==> config.mk <==
export PLATFORM = sky130hd
export DESIGN_NAME = xy2_100_rx_flat
export DESIGN_NICKNAME = d
export VERILOG_FILES = /design/src/rtl/xy2_100_rx_if.sv /design/src/rtl/xy2_100_rx.sv /design/src/flat_wrapper.sv
export SDC_FILE = /design/constraint.sdc
export NUM_CORES = 1
export LEC_CHECK = 0
export BUFFER_PORTS_ARGS = -buffer_cell sky130_fd_sc_hd__buf_2
export CAP_MARGIN = 20
export CORE_AREA = 2 2 112 114
export CTS_CLUSTER_DIAMETER = 120
export CTS_CLUSTER_SIZE = 25
export DETAILED_ROUTE_END_ITERATION = 12
export DIE_AREA = 0 0 114 116
export PLACE_DENSITY = 0.66
export SYNTH_ARGS = -nofsm -noshare
export SYNTH_HDL_FRONTEND = slang
export SYNTH_SLANG_ARGS = --single-unit
==> constraint.sdc <==
create_clock -name clk_in -period 3.3 [get_ports clk_in]
set_input_delay 0.825 -clock clk_in [delete_from_list [all_inputs] [get_ports clk_in]]
set_output_delay 0.825 -clock clk_in [all_outputs]
set_load 0.005 [all_outputs]
==> src/rtl/xy2_100_rx_if.sv <==
// XY2-100 receiver pin and result bundle.
// The master side drives the serial pins; the slave side is the receiver.
interface xy2_100_rx_if;
  logic        xy_sync;
  logic        xy_clk;
  logic        xy_x;
  logic        xy_y;
  logic [15:0] x_pos;
  logic [15:0] y_pos;
  logic        x_valid;
  logic        y_valid;
  logic        x_err;
  logic        y_err;
  logic [15:0] err_cnt;
  logic        link_ok;

  modport master (
    output xy_sync, xy_clk, xy_x, xy_y,
    input  x_pos, y_pos, x_valid, y_valid, x_err, y_err, err_cnt, link_ok
  );

  modport slave (
    input  xy_sync, xy_clk, xy_x, xy_y,
    output x_pos, y_pos, x_valid, y_valid, x_err, y_err, err_cnt, link_ok
  );
endinterface

==> src/rtl/xy2_100_rx.sv <==
// XY2-100 galvo link receiver: decodes 20-bit X/Y frames into 16-bit setpoints
// and supervises link health with framing/parity checks and a watchdog.
module xy2_100_rx #(
  parameter int unsigned TIMEOUT_CYCLES = 8200,
  parameter int unsigned SYNC_STAGES    = 2
) (
  input  logic         clk_in,
  input  logic         sys_rstn,
  xy2_100_rx_if.slave  bus
);

  localparam int unsigned WD_W = $clog2(TIMEOUT_CYCLES + 1);
  localparam logic [WD_W-1:0] WD_MAX = WD_W'(TIMEOUT_CYCLES);

  // All four pins share one chain so they stay mutually aligned: {sync, clk, x, y}
  logic [3:0]      sync_q [SYNC_STAGES];
  logic            clk_prev_q;

  logic [19:0]     sx_q, sx_d;
  logic [19:0]     sy_q, sy_d;
  logic [4:0]      bit_cnt_q, bit_cnt_d;
  logic [15:0]     x_pos_q, x_pos_d;
  logic [15:0]     y_pos_q, y_pos_d;
  logic            x_valid_q, x_valid_d;
  logic            y_valid_q, y_valid_d;
  logic            x_err_q, x_err_d;
  logic            y_err_q, y_err_d;
  logic [15:0]     err_cnt_q, err_cnt_d;
  logic [WD_W-1:0] wd_q, wd_d;
  logic            link_ok_q, link_ok_d;

  logic            s_sync, s_clk, s_x, s_y;
  logic            fall;
  logic [4:0]      cnt_inc;
  logic            len_ok, good_x, good_y, frame_good;

  always_comb begin
    s_sync     = sync_q[SYNC_STAGES-1][3];
    s_clk      = sync_q[SYNC_STAGES-1][2];
    s_x        = sync_q[SYNC_STAGES-1][1];
    s_y        = sync_q[SYNC_STAGES-1][0];
    fall       = clk_prev_q & ~s_clk;
    cnt_inc    = (bit_cnt_q == 5'd31) ? bit_cnt_q : bit_cnt_q + 5'd1;
    sx_d       = sx_q;
    sy_d       = sy_q;
    bit_cnt_d  = bit_cnt_q;
    x_pos_d    = x_pos_q;
    y_pos_d    = y_pos_q;
    x_valid_d  = 1'b0;
    y_valid_d  = 1'b0;
    x_err_d    = 1'b0;
    y_err_d    = 1'b0;
    err_cnt_d  = err_cnt_q;
    len_ok     = 1'b0;
    good_x     = 1'b0;
    good_y     = 1'b0;
    frame_good = 1'b0;
    if (fall) begin
      sx_d      = {sx_q[18:0], s_x};
      sy_d      = {sy_q[18:0], s_y};
      bit_cnt_d = cnt_inc;
      // Sync low on this edge marks the parity bit, i.e. the end of a frame
      if (!s_sync) begin
        len_ok     = (cnt_inc == 5'd20);
        good_x     = len_ok && (sx_d[19:17] == 3'b001) && !(^sx_d);
        good_y     = len_ok && (sy_d[19:17] == 3'b001) && !(^sy_d);
        frame_good = good_x && good_y;
        bit_cnt_d  = '0;
        if (good_x) begin
          x_pos_d   = sx_d[16:1];
          x_valid_d = 1'b1;
        end else begin
          x_err_d   = 1'b1;
        end
        if (good_y) begin
          y_pos_d   = sy_d[16:1];
          y_valid_d = 1'b1;
        end else begin
          y_err_d   = 1'b1;
        end
        if (!frame_good && (err_cnt_q != '1)) begin
          err_cnt_d = err_cnt_q + 16'd1;
        end
      end
    end
    if (frame_good) begin
      wd_d = '0;
    end else if (wd_q == WD_MAX) begin
      wd_d = wd_q;
    end else begin
      wd_d = wd_q + 1'b1;
    end
    link_ok_d = (wd_q != WD_MAX);
  end

  always_ff @(posedge clk_in or negedge sys_rstn) begin
    if (!sys_rstn) begin
      for (int unsigned i = 0; i < SYNC_STAGES; i++) begin
        sync_q[i] <= '0;
      end
      clk_prev_q <= 1'b0;
      sx_q       <= '0;
      sy_q       <= '0;
      bit_cnt_q  <= '0;
      x_pos_q    <= '0;
      y_pos_q    <= '0;
      x_valid_q  <= 1'b0;
      y_valid_q  <= 1'b0;
      x_err_q    <= 1'b0;
      y_err_q    <= 1'b0;
      err_cnt_q  <= '0;
      wd_q       <= WD_MAX;
      link_ok_q  <= 1'b0;
    end else begin
      sync_q[0] <= {bus.xy_sync, bus.xy_clk, bus.xy_x, bus.xy_y};
      for (int unsigned i = 1; i < SYNC_STAGES; i++) begin
        sync_q[i] <= sync_q[i-1];
      end
      clk_prev_q <= s_clk;
      sx_q       <= sx_d;
      sy_q       <= sy_d;
      bit_cnt_q  <= bit_cnt_d;
      x_pos_q    <= x_pos_d;
      y_pos_q    <= y_pos_d;
      x_valid_q  <= x_valid_d;
      y_valid_q  <= y_valid_d;
      x_err_q    <= x_err_d;
      y_err_q    <= y_err_d;
      err_cnt_q  <= err_cnt_d;
      wd_q       <= wd_d;
      link_ok_q  <= link_ok_d;
    end
  end

  assign bus.x_pos   = x_pos_q;
  assign bus.y_pos   = y_pos_q;
  assign bus.x_valid = x_valid_q;
  assign bus.y_valid = y_valid_q;
  assign bus.x_err   = x_err_q;
  assign bus.y_err   = y_err_q;
  assign bus.err_cnt = err_cnt_q;
  assign bus.link_ok = link_ok_q;

endmodule

==> src/flat_wrapper.sv <==
// flat-port wrapper written by rule: the top's interface ports become plain ports
module xy2_100_rx_flat 
#(
  parameter int unsigned TIMEOUT_CYCLES = 8200,
  parameter int unsigned SYNC_STAGES    = 2
)
  (clk_in, sys_rstn, bus_xy_sync, bus_xy_clk, bus_xy_x, bus_xy_y, bus_x_pos, bus_y_pos, bus_x_valid, bus_y_valid, bus_x_err, bus_y_err, bus_err_cnt, bus_link_ok);
  xy2_100_rx_if bus_i ();
  input  logic clk_in;
  input  logic sys_rstn;
  input wire logic [$bits(bus_i.xy_sync)-1:0] bus_xy_sync;
  input wire logic [$bits(bus_i.xy_clk)-1:0] bus_xy_clk;
  input wire logic [$bits(bus_i.xy_x)-1:0] bus_xy_x;
  input wire logic [$bits(bus_i.xy_y)-1:0] bus_xy_y;
  output wire logic [$bits(bus_i.x_pos)-1:0] bus_x_pos;
  output wire logic [$bits(bus_i.y_pos)-1:0] bus_y_pos;
  output wire logic [$bits(bus_i.x_valid)-1:0] bus_x_valid;
  output wire logic [$bits(bus_i.y_valid)-1:0] bus_y_valid;
  output wire logic [$bits(bus_i.x_err)-1:0] bus_x_err;
  output wire logic [$bits(bus_i.y_err)-1:0] bus_y_err;
  output wire logic [$bits(bus_i.err_cnt)-1:0] bus_err_cnt;
  output wire logic [$bits(bus_i.link_ok)-1:0] bus_link_ok;
  assign bus_i.xy_sync = bus_xy_sync;
  assign bus_i.xy_clk = bus_xy_clk;
  assign bus_i.xy_x = bus_xy_x;
  assign bus_i.xy_y = bus_xy_y;
  assign bus_x_pos = bus_i.x_pos;
  assign bus_y_pos = bus_i.y_pos;
  assign bus_x_valid = bus_i.x_valid;
  assign bus_y_valid = bus_i.y_valid;
  assign bus_x_err = bus_i.x_err;
  assign bus_y_err = bus_i.y_err;
  assign bus_err_cnt = bus_i.err_cnt;
  assign bus_link_ok = bus_i.link_ok;
  xy2_100_rx #(.TIMEOUT_CYCLES(TIMEOUT_CYCLES), .SYNC_STAGES(SYNC_STAGES)) u_core (.clk_in(clk_in), .sys_rstn(sys_rstn), .bus(bus_i));
endmodule
; ---- Word level (Yosys, flattened, before mapping)
; Index checks and enable logic that the tools add are counted.
[totals]
wordCells = 61
regBits = 119
[classes]
n_mux = 18
n_addsub = 3
bitwise = 3
reduce_logical = 14
eq_ne = 8
[op_table]
columns = op, count
row1 = $reduce_xor 20->1, 2
row2 = $mux 14, 2
row3 = $add 16x1->16 const B, 1
row4 = $ne 16x16->1 const B, 1
row5 = $add 14x1->14 const B, 1
row6 = $eq 14x14->1 const B, 1
row7 = $mux 1, 14
row8 = $ne 14x14->1 const B, 1
row9 = $eq 5x5->1 const B, 2
row10 = $mux 5, 2
row11 = $reduce_and 3->1, 3
row12 = $eq 3x1->1 const B, 2
row13 = $logic_and 1x1->1, 6
row14 = $add 5x1->5 const B, 1
row15 = $logic_not 1->1, 3
row16 = $ne 2x1->1 const B, 1
row17 = $not 1->1, 2
row18 = $and 1x1->1, 1

; ---- Logic depth before layout (Yosys ltp)
; Gate-level depths: netlist (run 1).
[logic_depth]
ltp_word = 9
ltp_mapped = 10
depth_no_buf = 8

; ---- Least setup slack after synthesis (run 1)
; No wires, ideal clock.
[synth_path]
kind = reg-to-reg
from = register u_core.bit_cnt_q[0]
to = register u_core.err_cnt_q[1] (netlist: u_core.bus.err_cnt[1])
slack_ps = 750
stages_incl_launch_ff = 10
arrival_ps = 2423
period_less_slack_ps = 2550
setup_time_ps = 128
path_cell_list = dfrtp_1 ha_1 and4_1 buf_4 nor3b_1 o221a_2 nand4_1 a211oi_4 nor2_2 mux2_1
[synth_between]
elab_chain_cells = 9
word_cells_on_any_way = 12
cone_classes = add/sub (1) / eq/ne (2) / mux (1) / reduce/logical (8)
[synth_rtl]
columns = item, line
row1 = "start, declared", xy2_100_rx.sv:21  ; logic [4:0] bit_cnt_q, bit_cnt_d;
row2 = "start signal, assigned", xy2_100_rx.sv:122  ; bit_cnt_q <= bit_cnt_d;
row3 = $add 5x1->5 or $eq 5x5->1 (tied branches), xy2_100_rx.sv:43  ; cnt_inc = (bit_cnt_q == 5'd31) ? bit_cnt_q : bit_cnt_q + 5'd1;
row4 = $mux 5 (*), xy2_100_rx.sv:43
row5 = $eq 5x5->1 (*), xy2_100_rx.sv:64  ; len_ok = (cnt_inc == 5'd20);
row6 = $logic_and 1x1->1 (on tied branches) (2 in a row), "xy2_100_rx.sv:65, xy2_100_rx.sv:66"
row7 = $logic_and 1x1->1 (*), xy2_100_rx.sv:67  ; frame_good = good_x && good_y;
row8 = $logic_not 1->1 (*), xy2_100_rx.sv:81  ; if (!frame_good && (err_cnt_q != '1)) begin
row9 = $logic_and 1x1->1 (*), xy2_100_rx.sv:81
row10 = $reduce_and 3->1 (no source line) (*), n/a
row11 = "end signal, assigned", xy2_100_rx.sv:129  ; err_cnt_q <= err_cnt_d;
row12 = "end, declared", xy2_100_rx.sv:28  ; logic [15:0] err_cnt_q, err_cnt_d;
; Every way passes the cells marked *; elsewhere a longest branch is shown, timed or not.
; A chain may end at the register's enable or synchronous reset.

; ---- Final worst setup path (run 1)
[layout_path]
from = register u_core.bit_cnt_q[0]
to = register u_core.err_cnt_q[8] (netlist: u_core.bus.err_cnt[8])
; Same word-level chain as after synthesis.

==> flow_summary.json, run 1 <==
{
  "yosys-top-cells-area": "dfrtp_1, nand2_1, xnor2_1",
  "timing.rr.start": "u_core.bit_cnt_q[0]",
  "nFillCells": 1044,
  "power.switching_mw": 1.15,
  "avgSynthCellArea_um2": 11.2,
  "routed_wl_mm": 9.74,
  "relSlewSlack": 0.574,
  "synth_largest_area_cell": "dfrtp_1",
  "synth_flop_cell": "dfrtp_1",
  "place_congestion": 0.781,
  "r2r_setup_slack_ns": 0.46,
  "drt_first_iter_violations": 251,
  "finalInstanceArea_um2": 6350,
  "finalPower_mw": 4.29,
  "drc": 0,
  "hold_ws_ns": 0.293,
  "crit_start": "u_core.bit_cnt_q[0]",
  "rsz0062_at_grt": "no",
  "postCtsSetupBuffers": 0,
  "finalSetupViolCount": 0,
  "synth.distinct_cells": 46,
  "crit_buf_inv": 1,
  "netlist_area_um2": 5320,
  "synth-async-reset-ratio": 1.00,
  "synth_fp_nets": 484,
  "gr-usage-all-layers": 0.163,
  "comb_power_share": 0.194,
  "clk_latency_ns": 0.42,
  "initial_core_util": 0.446,
  "cp.arrival_ns": 3.13,
  "p_sw_frac": 0.268,
  "finalCriticalPeriod_ns": 2.84,
  "overflow": 0,
  "die_area_um2": 13200,
  "place_area_um2": 5780,
  "worst_pin_slew_ns": 0.636,
  "clock_sinks": 119,
  "yosysWarningCount": 0,
  "fin_skew_ns": 0.00651,
  "synth_top_area_share": 0.551,
  "regArea_um2": 2980,
  "multi_input_area_um2": 2230,
  "period_share": 0.862,
  "ir_worst_vdd_v": 0.000394,
  "synth-seq-cells": 119,
  "antenna_found_initial": 0,
  "clkTransAtPathRegs_ns": 0.05,
  "status": "finished, final reports clean",
  "start_kind": "flip-flop",
  "vias_per_cell": 5.04,
  "maxCapViolCount": 0,
  "p_seq_frac": 0.399,
  "n_antenna_cell": 0,
  "ant_nets": 0,
  "r2r_end": "u_core.bus.err_cnt[8]",
  "grt_pass1_vias": 3482,
  "hp-class": "primary input to async pin",
  "path_depth": 9,
  "first_pass_iters": 4,
  "postCtsHoldBufs": 0,
  "ios": 59,
  "clockBufferDepth": 2,
  "fmax_mhz": 352,
  "worstPathMaxFanout": 10,
  "synth_cells": 474,
  "grt_max_degree": 57,
  "yosysSeqAreaShare": 0.560,
  "dpl.hpwl_mm": 6.39,
  "cp.required_ns": 3.59,
  "layout.nets": 553,
  "fp.dieW_um": 114,
  "critPathCaptureType": "flip-flop",
  "post_cts_resized": 0,
  "grt_pass1_wl_mm": 16.6,
  "setup_tns_ns": 0,
  "slowest_delay_ns": 0.48,
  "internal-power_mw": 3.15,
  "cp_top_family": "compound AO/OA/AOI/OAI gates",
  "critical_path_class": "flip-flop to flip-flop",
  "wl_per_cell_um": 13.9,
  "p_per_area_nw_per_um2": 676,
  "power_frac_clock": 0.407,
  "io_buffers": 58,
  "synth_edf_count": 0,
  "r2r_cells": 9,
  "rows": 40,
  "hold_viol": 0,
  "cts_root_buf": "clkbuf_16",
  "leakage_nw": 3.34,
  "core_area_um2": 11900,
  "numCtsBuffers": 17,
  "area_delta_synth_final_pct": 19.4,
  "dr_total_vias": 3541,
  "cts_tree": "yes",
  "endpoint": "u_core.bus.err_cnt[8]",
  "htreeDepth": 4,
  "crit_chain": "ha_1 > and4_1 > nor3b_2 > o221a_2 > nand4_1 > a211oi_4 > buf_4 > nor4b_1 > xor2_1",
  "die_h_um": 116,
  "drv_slew": 0,
  "drive_gt1_frac": 0.245,
  "slowest_stage": "a211oi_4"
}
## flip-flops by register name, summed over array words and instances (netlist names), 4 cells and up
name,cells
u_core.bit_cnt_q,5
u_core.bus.err_cnt,16
u_core.bus.x_pos,16
u_core.bus.y_pos,16
u_core.sx_q,19
u_core.sy_q,19
u_core.sync_q,4
u_core.wd_q,14
## cells in the final DEF (no fill, tap or decap), drive strengths merged
cell type,netlist,layout
nand2,133,133
dfrtp,117,117
buf,5,65
xnor2,36,36
mux2,36,36
nor2,32,32
xor2,24,24
clkbuf,10,24
nand3,10,10
and3,8,8
nor3b,7,7
nand4,6,6
inv,5,5
a21oi,5,5
clkinv,0,5
nor3,5,5
ha,4,4
nor4,4,4
nor4b,3,3
nand2b,3,3
a22o,3,3
o21ai,2,2
a41oi,2,2
clkinvlp,0,2
dfstp,2,2
xnor3,2,2
nor4bb,1,1
a21boi,1,1
and3b,1,1
and4,1,1
o221a,1,1
nor2b,1,1
a31oi,1,1
or2,1,1
nand4bb,1,1
a211oi,1,1
bufinv,0,1
## routing by layer
metal | wire, um | track usage
met3 | 450 | 0.0544
met4 | 191 | 0.0829
met1 | 4640 | 0.210
met5 | 0 | 0
met2 | 4460 | 0.249
## through the flow
step / setup slack (ns) / util / std cells
after floorplan: 0.750 / - / 474
after global placement: 0.564 / 0.485 / 671
after detailed placement: 0.454 / 0.485 / 671
after CTS: 0.455 / 0.533 / 703
after global routing: 0.237 / 0.533 / 703
final: 0.455 / 0.533 / 703
## worst register-to-register path, cell delays in order (launching register included)
cell	delay [ns]
dfrtp_1	0.47
ha_1	0.29
and4_1	0.33
nor3b_2	0.19
o221a_2	0.33
nand4_1	0.17
a211oi_4	0.48
buf_4	0.24
nor4b_1	0.06
xor2_1	0.15
## worst min-delay path by stage
stage | to | cells after the start
3_5_place_dp | u_core.s_sync | 0
2_1_floorplan | u_core.s_clk | 0
4_1_cts | u_core.bus.err_cnt[6] | 1
6_report | u_core.bus.err_cnt[7] | 1
3_3_place_gp | u_core.s_y | 0
5_1_grt | u_core.bus.err_cnt[4] | 1
## power by group through the flow
stage	Sequential, mW	Clock (mW)	Combinational [mW]
floorplan	1.71	0	0.687
global placement	1.73	0	0.828
detailed placement	1.74	0	0.842
finish	1.71	1.75	0.834
global route	1.73	1.85	0.904
CTS	1.71	1.79	0.848
## Yosys cell counts, drive strengths merged (2+ instances only)
cell type,n
xnor2,36
nor3,5
ha,4
a41oi,2
nand4,6
dfrtp,117
nor4b,3
nor2,32
o21ai,2
clkbuf,10
inv,5
xnor3,2
a21oi,5
dfstp,2
nand3,10
a22o,3
mux2,36
nand2b,3
nand2,133
xor2,24
nor3b,7
nor4,4
and3,8
buf,5
## cells by family after synthesis
logic type	after synthesis	share of synthesized area
buf+inv	20	0.0198
flops	119	0.560
mux	36	0.0826
fa+ha+maj	4	0.00941
compound gates	16	0.0233
simple gates	217	0.191
xor+xnor	62	0.114
## area by class of cell
class                   count  area share
inverters                   5     0.00296
clock buffers              24      0.0790
flip-flops and latches    119       0.470
repair buffers             65      0.0564
multi-input cells         335       0.352
well taps                 147      0.0290
clock inverters             8      0.0110
No activity file was read; power rests on OpenSTA's default activity.
==> run 2, diff against run 1 <==
--- a/config.mk
+++ b/config.mk
@@ -12,7 +12,7 @@
 export CTS_CLUSTER_SIZE = 25
 export DETAILED_ROUTE_END_ITERATION = 12
 export DIE_AREA = 0 0 114 116
-export PLACE_DENSITY = 0.66
+export PLACE_DENSITY = 0.63
 export SYNTH_ARGS = -nofsm -noshare
 export SYNTH_HDL_FRONTEND = slang
 export SYNTH_SLANG_ARGS = --single-unit
==> run 2 against run 1 <==
Worst setup slack got worse by 0.10 ns. Non-clock buffer count unchanged. Highest routed layer unchanged. Critical endpoint unchanged. Die area unchanged.
==> flow_summary.json, run 2 (same netlist as run 1, synthesis figures left out) <==
{
  "drc": 0,
  "start_kind": "flip-flop",
  "p_per_area_nw_per_um2": 679,
  "leakage_nw": 3.34,
  "hp-class": "primary input to async pin",
  "regArea_um2": 2980,
  "clk_latency_ns": 0.41,
  "io_buffers": 58,
  "dpl.hpwl_mm": 6.53,
  "layout.nets": 553,
  "maxCapViolCount": 0,
  "drt_first_iter_violations": 233,
  "numCtsBuffers": 17,
  "final_common_cell": "nand2_1",
  "grt_pass1_wl_mm": 17.0,
  "wl_per_cell_um": 14.0,
  "ant_nets": 0,
  "ios": 59,
  "worst_pin_slew_ns": 0.560,
  "rows": 40,
  "fin_cells": 701,
  "cts_root_buf": "clkbuf_16",
  "htreeDepth": 4,
  "grt_pass1_vias": 3490,
  "vias_per_cell": 5.02,
  "period_share": 0.894,
  "first_pass_iters": 4,
  "ir_worst_vdd_v": 0.000374,
  "clkTransAtPathRegs_ns": 0.05,
  "hold_viol": 0,
  "dr_total_vias": 3519,
  "fin_skew_ns": 0.00723,
  "initial_core_util": 0.446,
  "place_area_um2": 5780,
  "critical_path_class": "flip-flop to flip-flop",
  "postCtsSetupBuffers": 0,
  "final_cell_mix": "nand2_1, dfrtp_1, buf_2, xnor2_1, nor2_1",
  "gr-usage-all-layers": 0.165,
  "postCtsHoldBufs": 0,
  "placed_cells": 671,
  "area_delta_synth_final_pct": 19.4,
  "cp.required_ns": 3.57,
  "drive_gt1_frac": 0.238,
  "overflow": 0,
  "routed_wl_mm": 9.79,
  "status": "finished, final reports clean",
  "cp.arrival_ns": 3.22,
  "multi_input_area_um2": 2230,
  "finalInstanceArea_um2": 6350,
  "fmax_mhz": 339,
  "die_h_um": 116,
  "cts_tree": "yes",
  "nFillCells": 1070,
  "clockBufferDepth": 2,
  "core_area_um2": 11900,
  "clock_sinks": 119,
  "critPathCaptureType": "flip-flop",
  "fp.dieW_um": 114,
  "post_cts_resized": 0,
  "die_area_um2": 13200,
  "n_antenna_cell": 0,
  "finalCriticalPeriod_ns": 2.95,
  "setup_tns_ns": 0,
  "drv_slew": 0,
  "relSlewSlack": 0.625,
  "antenna_found_initial": 0,
  "reg_top3": "u_core.sx_q: 19 flops, u_core.sy_q: 19 flops",
  "place_congestion": 0.802,
  "rsz0062_at_grt": "no",
  "worstPathMaxFanout": 11,
  "grt_max_degree": 52,
  "finalSetupViolCount": 0
}
-- run 2: layer usage --
metal	global-route usage	vias to the layer above	share of wire
li1	-	1698	-
met1	0.213	1744	0.46
met2	0.258	61	0.48
met3	0.0471	16	0.040
met4	0.0764	0	0.019
met5	0	-	0
-- run 2: stage by stage --
step	power (mW)	setup WS, ns	hold WS [ns]	util
global placement	2.56	0.525	0.335	0.485
floorplan	2.39	0.750	0.331	-
global route	4.51	0.102	0.353	0.533
detailed placement	2.59	0.392	0.340	0.485
finish	4.31	0.351	0.341	0.533
CTS	4.37	0.369	0.337	0.533
-- run 2: worst paths after layout --
path	depth (start not counted)	endpoint	slack, ns	from
min in group clk_in	0	u_core.s_sync	0.35	u_core.sync_q[7]
max in group asynchronous	2	u_core.sy_q[3]	2.11	sys_rstn
min reg2reg	0	u_core.s_sync	0.35	u_core.sync_q[7]
max reg2reg	9	u_core.bus.err_cnt[8]	0.35	u_core.bit_cnt_q[0]
min	1	u_core.bus.err_cnt[14]	0.34	sys_rstn
max	9	u_core.bus.err_cnt[8]	0.35	u_core.bit_cnt_q[0]
-- run 2: cell type report --
| cell class | instances | area share |
|---|---|---|
| Inverter | 5 | 0.00296 |
| Clock inverter | 2 | 0.00552 |
| Tap cell | 147 | 0.0290 |
| Clock buffer | 28 | 0.0846 |
| Multi-Input combinational cell | 335 | 0.352 |
| Sequential cell | 119 | 0.470 |
| Timing Repair Buffer | 65 | 0.0564 |
-- run 2: critical path, stage by stage, from the launching register on --
cell	delay (ns)
dfrtp_1	0.49
ha_1	0.30
and4_1	0.34
nor3b_2	0.22
o221a_2	0.33
nand4_1	0.17
a211oi_4	0.52
buf_4	0.23
nor4b_1	0.06
xor2_1	0.15
-- run 2: report_power, final --
group          internal, mW  switching (mW)
logic                 0.444           0.393
registers              1.58           0.144
clock network          1.17           0.586
total                  3.19            1.12
==> run 3, diff against run 2 <==
==> constraint.sdc (replaced) <==
create_clock -name clk_in -period 3.4 [get_ports clk_in]
set_input_delay 0.85 -clock clk_in [delete_from_list [all_inputs] [get_ports clk_in]]
set_output_delay 0.85 -clock clk_in [all_outputs]
set_load 0.005 [all_outputs]
==> run 3 against run 2 <==
Final cell count rose by 0.29%. Final area up 1.3%. Power grew 2.0%. Routed wire length shrank 2.8%. Global-route usage is 0.58 points lower. Clock-buffer cell count fell by 4. Utilization rose by 0.67 points. Critical endpoint is now u_core.bus.err_cnt[6]. Largest cell class unchanged. Worst hold slack got worse by 0.089 ns. Worst setup slack better by 0.13 ns. Via count down 2.7%. Die area unchanged. Sequential share of layout area shrank 0.58 points.
==> flow_summary.json, run 3 (same netlist as run 1, synthesis figures left out) <==
{
  "drive_gt1_frac": 0.246,
  "hp-class": "primary input to async pin",
  "routed_wl_mm": 9.51,
  "grt_pass1_wl_mm": 16.3,
  "slowest_delay_ns": 0.57,
  "finalCriticalPeriod_ns": 2.92,
  "worst_pin_slew_ns": 0.581,
  "finalSetupViolCount": 0,
  "n_antenna_cell": 0,
  "vias_per_cell": 4.87,
  "dp_slack_ns": 0.503,
  "crit_chain": "ha_1 > and4_1 > nor3b_2 > o221a_2 > nand4_1 > a211oi_4 > buf_4 > nor4_2 > xor2_1",
  "final_cell_mix": "nand2_1, dfrtp_1, buf_2, xnor2_1, nor2_1",
  "drt_first_iter_violations": 195,
  "period_share": 0.858,
  "internal-power_mw": 3.30,
  "rows": 40,
  "clk_latency_ns": 0.40,
  "r2r_end": "u_core.bus.err_cnt[6]",
  "drv_slew": 0,
  "comb_power_share": 0.184,
  "grt_max_degree": 71,
  "r2r_cells": 9,
  "power_frac_clock": 0.437,
  "overflow": 0,
  "timing.rr.start": "u_core.bit_cnt_q[0]",
  "cts_tree": "yes",
  "hold_viol": 0,
  "worstPathMaxFanout": 13,
  "finalPower_mw": 4.40,
  "cp.required_ns": 3.67,
  "reg_top3": "u_core.sx_q: 19 flops, u_core.sy_q: 19 flops",
  "grt_pass1_vias": 3397,
  "layout.nets": 553,
  "first_pass_iters": 5,
  "status": "finished, final reports clean",
  "start_kind": "flip-flop",
  "die_area_um2": 13200,
  "place_congestion": 0.766,
  "clockBufferDepth": 2,
  "nFillCells": 1020,
  "fmax_mhz": 343,
  "post_cts_resized": 0,
  "dpl.hpwl_mm": 6.38,
  "p_per_area_nw_per_um2": 684,
  "fin_skew_ns": 0.00663,
  "numCtsBuffers": 17,
  "regArea_um2": 2980,
  "critical_path_class": "flip-flop to flip-flop",
  "p_sw_frac": 0.250,
  "dr_total_vias": 3423,
  "ant_nets": 0,
  "clkTransAtPathRegs_ns": 0.05,
  "gr-usage-all-layers": 0.159,
  "postCtsSetupBuffers": 0,
  "p_seq_frac": 0.379,
  "final_common_cell": "nand2_1",
  "htreeDepth": 4,
  "io_buffers": 58,
  "area_delta_synth_final_pct": 20.9,
  "r2r_setup_slack_ns": 0.48,
  "postCtsHoldBufs": 0,
  "leakage_nw": 3.38,
  "initial_core_util": 0.446,
  "slowest_stage": "a211oi_4",
  "endpoint": "u_core.bus.err_cnt[6]",
  "power.switching_mw": 1.10,
  "rsz0062_at_grt": "no",
  "ir_worst_vdd_v": 0.000518,
  "relSlewSlack": 0.612,
  "cts_root_buf": "clkbuf_16",
  "maxCapViolCount": 0,
  "setup_tns_ns": 0,
  "die_h_um": 116,
  "wl_per_cell_um": 13.5,
  "clock_sinks": 119,
  "critPathCaptureType": "flip-flop",
  "core_area_um2": 11900,
  "fp.dieW_um": 114,
  "cp.arrival_ns": 3.19,
  "antenna_found_initial": 0,
  "crit_start": "u_core.bit_cnt_q[0]",
  "drc": 0,
  "ios": 59,
  "multi_input_area_um2": 2230,
  "setup_slack_ns": 0.482
}
==> run 3: cell count changes in the layout (fill, tap and decap cells not counted) <==
| cell | before | now |
|---|---|---|
| bufinv_16 | 1 | 4 |
| clkbuf_1 | 4 | 1 |
| clkbuf_8 | 7 | 6 |
| clkinv_2 | 1 | 4 |
==> run 3: power groups by stage <==
| stage | clock network [mW] | logic [mW] | registers (mW) |
|---|---|---|---|
| 3_5_place_dp | 0 | 0.818 | 1.69 |
| 4_1_cts | 1.97 | 0.825 | 1.67 |
| 2_1_floorplan | 0 | 0.666 | 1.66 |
| 3_3_place_gp | 0 | 0.804 | 1.68 |
| 6_report | 1.92 | 0.808 | 1.67 |
| 5_1_grt | 2.03 | 0.873 | 1.68 |
==> run 3: critical path, delay by kind of cell, from the launching register on <==
family                   cells  cell delay (ns)
flip-flops                   1             0.48
AO/OA/AOI/OAI                2             0.89
XOR/XNOR                     1             0.16
buffers and inverters        1             0.23
adder cells (fa/ha/maj)      1             0.29
AND/OR/NAND/NOR              4             0.74
==> run 3: final cells by class <==
type                            count  share of cell area
Sequential cell                   119               0.464
Multi-Input combinational cell    335               0.348
Clock buffer                       24              0.0796
Timing Repair Buffer               65              0.0557
Tap cell                          147              0.0286
Clock inverter                      8              0.0218
Inverter                            5             0.00292
==> run 3: routing by layer <==
metal / wire (um) / part of all wire / up-vias / track usage
li1: - / - / 1695 / -
met1: 4630 / 0.49 / 1656 / 0.211
met2: 4340 / 0.46 / 59 / 0.240
met3: 385 / 0.040 / 13 / 0.0544
met4: 155 / 0.016 / 0 / 0.0634
met5: 0 / 0 / - / 0
==> run 3: worst min-delay path by stage <==
stage	from	endpoint	cells past startpoint
after CTS	sys_rstn	u_core.bus.err_cnt[4]	1
after floorplan	u_core.sync_q[6]	u_core.s_clk	0
final	sys_rstn	u_core.bus.err_cnt[4]	1
after global placement	u_core.sync_q[5]	u_core.s_x	0
after detailed placement	u_core.sync_q[4]	u_core.s_y	0
after global routing	sys_rstn	u_core.bus.err_cnt[6]	1
==> run 3: through the flow <==
step                      cell area, um^2  hold slack [ns]  std cells  utilization
final                                6430            0.252        703        0.540
after global routing                 6430            0.234        703        0.540
after CTS                            6430            0.235        703        0.540
after detailed placement             5780            0.336        671        0.485
after global placement               5780            0.335        671        0.485
after floorplan                      5320            0.331        474            -
